$ cat src/rtl/demux_router.sv
// Two-way byte router: one valid/ready input stream is steered by Control into
// one of two independent FIFO channels so that a stall on one consumer never blocks the other.
module demux_router #(
    parameter int WIDTH = 8,
    parameter int DEPTH = 4
) (
    input  logic                     Clock,
    input  logic                     Reset_n,
    input  logic                     Clear,
    input  logic                     Control,
    input  logic [WIDTH-1:0]         in_data,
    input  logic                     in_valid,
    output logic                     in_ready,
    output logic [WIDTH-1:0]         out0_data,
    output logic                     out0_valid,
    input  logic                     out0_ready,
    output logic [WIDTH-1:0]         out1_data,
    output logic                     out1_valid,
    input  logic                     out1_ready,
    output logic [$clog2(DEPTH):0]   level0,
    output logic [$clog2(DEPTH):0]   level1
);

    localparam int PW = $clog2(DEPTH);
    localparam int LW = PW + 1;

    logic [WIDTH-1:0] mem [2][DEPTH];
    logic [PW-1:0]    wr_ptr [2];
    logic [PW-1:0]    rd_ptr [2];
    logic [LW-1:0]    level  [2];

    logic [1:0] full;
    logic [1:0] push;
    logic [1:0] pop;
    logic [1:0] consumer_ready;
    logic       accept;

    assign consumer_ready = {out1_ready, out0_ready};

    always_comb begin
        full = '0;
        for (int n = 0; n < 2; n++) begin
            full[n] = (level[n] == LW'(DEPTH));
        end
    end

    // Readiness depends only on the selected channel's level, never on the pop side,
    // so a full channel refuses a byte even when its consumer drains that same cycle.
    assign in_ready = Reset_n & ~Clear & ~(Control ? full[1] : full[0]);
    assign accept   = in_valid & in_ready;
    assign push     = {accept & Control, accept & ~Control};

    always_comb begin
        pop = '0;
        for (int n = 0; n < 2; n++) begin
            pop[n] = (level[n] != '0) & consumer_ready[n];
        end
    end

    // NOTE: sequential state is updated with non-blocking assignments so every
    // register samples the pre-edge values regardless of statement order.
    always_ff @(posedge Clock or negedge Reset_n) begin
        if (!Reset_n) begin
            for (int n = 0; n < 2; n++) begin
                wr_ptr[n] <= '0;
                rd_ptr[n] <= '0;
                level[n]  <= '0;
            end
        end else if (Clear) begin
            for (int n = 0; n < 2; n++) begin
                wr_ptr[n] <= '0;
                rd_ptr[n] <= '0;
                level[n]  <= '0;
            end
        end else begin
            for (int n = 0; n < 2; n++) begin
                if (push[n]) wr_ptr[n] <= wr_ptr[n] + PW'(1);
                if (pop[n])  rd_ptr[n] <= rd_ptr[n] + PW'(1);
                case ({push[n], pop[n]})
                    2'b10:   level[n] <= level[n] + LW'(1);
                    2'b01:   level[n] <= level[n] - LW'(1);
                    default: level[n] <= level[n];
                endcase
            end
        end
    end

    // NOTE: storage has no reset; empty channels mask their data output to zero,
    // so stale entries are never visible and the array can map to plain registers/RAM.
    always_ff @(posedge Clock) begin
        for (int n = 0; n < 2; n++) begin
            if (push[n]) mem[n][wr_ptr[n]] <= in_data;
        end
    end

    assign out0_valid = (level[0] != '0);
    assign out1_valid = (level[1] != '0);
    assign out0_data  = out0_valid ? mem[0][rd_ptr[0]] : '0;
    assign out1_data  = out1_valid ? mem[1][rd_ptr[1]] : '0;
    assign level0     = level[0];
    assign level1     = level[1];

endmodule

$ cat config.mk
export PLATFORM = sky130hd
export DESIGN_NAME = demux_router
export DESIGN_NICKNAME = d
export VERILOG_FILES = /design/src/rtl/demux_router.sv
export SDC_FILE = /design/constraint.sdc
export NUM_CORES = 1
export LEC_CHECK = 0
export CORE_UTILIZATION = 45
export DETAILED_ROUTE_END_ITERATION = 10
export PLACE_DENSITY = 0.66
export SETUP_SLACK_MARGIN = 0.3
export SLEW_MARGIN = 0
export SYNTH_ARGS = -nofsm -noshare
export SYNTH_HDL_FRONTEND = slang
export SYNTH_SLANG_ARGS = --single-unit
$ cat constraint.sdc
create_clock -name Clock -period 2.96 [get_ports Clock]
set_clock_uncertainty 0.2 [all_clocks]
set_input_delay 0.592 -clock Clock [delete_from_list [all_inputs] [get_ports Clock]]
set_output_delay 0.592 -clock Clock [all_outputs]
set_load 0.02 [all_outputs]
==> impl_metrics.ini <==
[run_status]
status = completed

[sta]
drv_slew = 0
hold_slack_ns = 0.4030
slew_headroom_pct = 69.37
setup_ws_ns = 0.3598
min_period_over_period_pct = 87.84
fin_crit_ns = 2.600
tightest_slew_ns = 0.4595
fmax_mhz = 384.6
rsz0062_at_grt = false
setup_viol = 0
finalHoldViolations = 0

[clock_tree]
clkTransAtPathRegs_ns = 0.08
hold_buffers = 0
clock-root-buffer = clkbuf_8
cts_buffers = 9
clock-sinks = 78
cts_tree = built
h-tree-depth = 3
clock_latency_ns = 0.34
clockBufferDepth = 2

[worst_setup_path]
worstSetupPathType = register to output port
path_max_fanout = 7
cp.required_ns = 2.17
crit_path_top_delay_cell = mux4_2
path_cells = buf_12 > mux4_2 > and2_1 > clkdlybuf4s15_2
arrival_ns = 1.81
cp-end-kind = output port
critPathLaunchType = register
slowest_delay_ns = 0.49
crit_family = multiplexers
crit_buf_inv = 2

[place]
routabilityCongestion = 0.6776
port_buffers = 39
hpwl_um = 4068
place_inst = 347
place_ws_ns = -0.01707

[cells_and_area]
drive_gt1_share_pct = 26.87
syn_to_final_growth_pct = 23.67
final_cell_mix = edfxtp_1 (64), and2_1 (24), clkdlybuf4s50_1 (20), mux4_2 (16), buf_4 (16)
regArea_mm2 = 0.002272
multiInputGateArea_mm2 = 0.001101
finalNonFillerCells = 367
fin_nets = 288
layout_commonest_cell = edfxtp_1
num-fill-cells = 609
antenna-diode-count = 0
final_util_pct = 58.01

[detailed_routing]
drc = 0
vias = 1876
drt_wl_total_um = 6086
firstDrtPassIters = 4
first_iter_violations = 100
ant_nets = 0
drt-vias-per-instance = 5.112
routedWlPerCell_um = 16.58

[run]
max_cap_viol_count = 0

[grt]
grt_antenna_before_repair = 0
grt_max_degree = 14
grt_pass1_wl_um = 9625
overflow = 0
grt_usage_pct = 17.14
grt_pass1_vias = 1912

[power]
p_leak_uw = 0.001551
power_density_mw_per_mm2 = 709.7
power_uw = 3002
ir_worst_vdd_mv = 0.3301

[die]
dieWidth_um = 89.19
die_h_um = 89.19
start_util_pct = 46.91
io_pins = 40
rows = 31
die_area_mm2 = 0.007954
core_mm2 = 0.007292

[logic_synthesis]
yosys.area.top_type = edfxtp_1
async_reset_ff_share_pct = 17.95
syn_area_mm2 = 0.003421
synthTopCellsByArea = edfxtp_1 (56%), mux4_2 (11%), dfrtp_1 (10%), and2_1 (4.4%), ha_1 (2.9%)
synth-edff-count = 64
synth_top_area_share_pct = 56.18
ys.flop_type = edfxtp_1
synth_nets = 227
syn_inst = 202
seq_area_frac_synth_pct = 66.42
yosysUniqueCellTypes = 37
avgSynthCellArea_um2 = 16.93
yosysWarnings = 0
yosys_register_bits = 78

[hold_path]
hp-class = register to register
through the flow:
step	instance area, um^2	TNS, ns
after detailed placement	4038	-0.01707
after CTS	4267	0
final	4230	0
after floorplan	3421	0
after global routing	4230	0
after global placement	4038	0
metal layers:
layer / wire length [um] / GRT usage [%] / up-vias / part of all wire (%)
met3: 211 / 4.155 / 8 / 3.5
met2: 3011 / 28.59 / 40 / 49
met5: 0 / 0 / - / 0
met1: 2771 / 21.50 / 950 / 46
met4: 92 / 7.359 / 0 / 1.5
li1: - / - / 878 / -
power by group:
part	switching, uW	internal (uW)
sequential	46.8	1220
clock	378	469
combinational	454	429
total	879	2120
cell usage after synthesis, types with 2 or more instances:
library cell / number
or3_1: 2
nor2_1: 12
inv_1: 6
edfxtp_1: 64
xor2_1: 5
nand2b_1: 4
xnor2_1: 2
fa_1: 2
nor3_1: 3
clkbuf_1: 4
o21ai_0: 2
buf_2: 4
and2_1: 24
mux4_2: 16
nand3_1: 2
dfrtp_1: 14
nor4b_1: 2
a21oi_1: 2
mux2i_1: 4
nand2_1: 2
ha_1: 8
mux2_1: 2
nor2b_1: 2
repair_timing:
action / 4_1_cts / 5_1_grt
setup endpoints to repair: 19 / 18
gates resized for setup: 31 / 24
buffers inserted: 2 / 2
pin swaps: 0 / 0
final cells by class:
class,count,share of cell area (%)
tap,99,2.928
multi-input combinational,110,26.03
inverter,6,0.5324
clock inverter,7,2.100
clock buffer,9,2.928
timing repair buffer,58,11.77
sequential,78,53.71
worst paths after layout:
path,startpoint,to,slack [ns],cells after the start
min reg2reg,wr_ptr[3]$_DFFE_PN0P_,wr_ptr[3]$_DFFE_PN0P_,0.40,2
max reg2reg,level0[2]$_DFFE_PN0P_,level0[2]$_DFFE_PN0P_,0.63,7
max,rd_ptr[2]$_DFFE_PN0P_,out0_data[3],0.36,4
min in group asynchronous,Reset_n,level1[2]$_DFFE_PN0P_,0.42,2
min,wr_ptr[3]$_DFFE_PN0P_,wr_ptr[3]$_DFFE_PN0P_,0.40,2
max in group asynchronous,Reset_n,level1[0]$_DFFE_PN0P_,1.93,2
state kept, by name (all words and copies together) (netlist names):
register / flops
level1: 3
wr_ptr: 4
mem: 64
rd_ptr: 4
level0: 3
logic make-up (layout without fill, tap and decap cells):
family	count (synthesis)	count (layout)	share of synthesized area (%)
mux	22	22	12.36
xor+xnor	8	8	2.268
flops	78	78	66.42
simple gates	59	59	10.50
compound gates	11	11	2.670
buf+inv	14	80	1.682
fa+ha+maj	10	10	4.097
worst register-to-register path: stages, from the launching register on:
cell,delay [ns]
dfrtp_1,0.46
or3_4,0.47
nand2_1,0.18
nor2_1,0.07
fa_1,0.43
mux2i_1,0.15
a22oi_1,0.18
a21oi_1,0.09
Power figures use the tool's default switching activity.
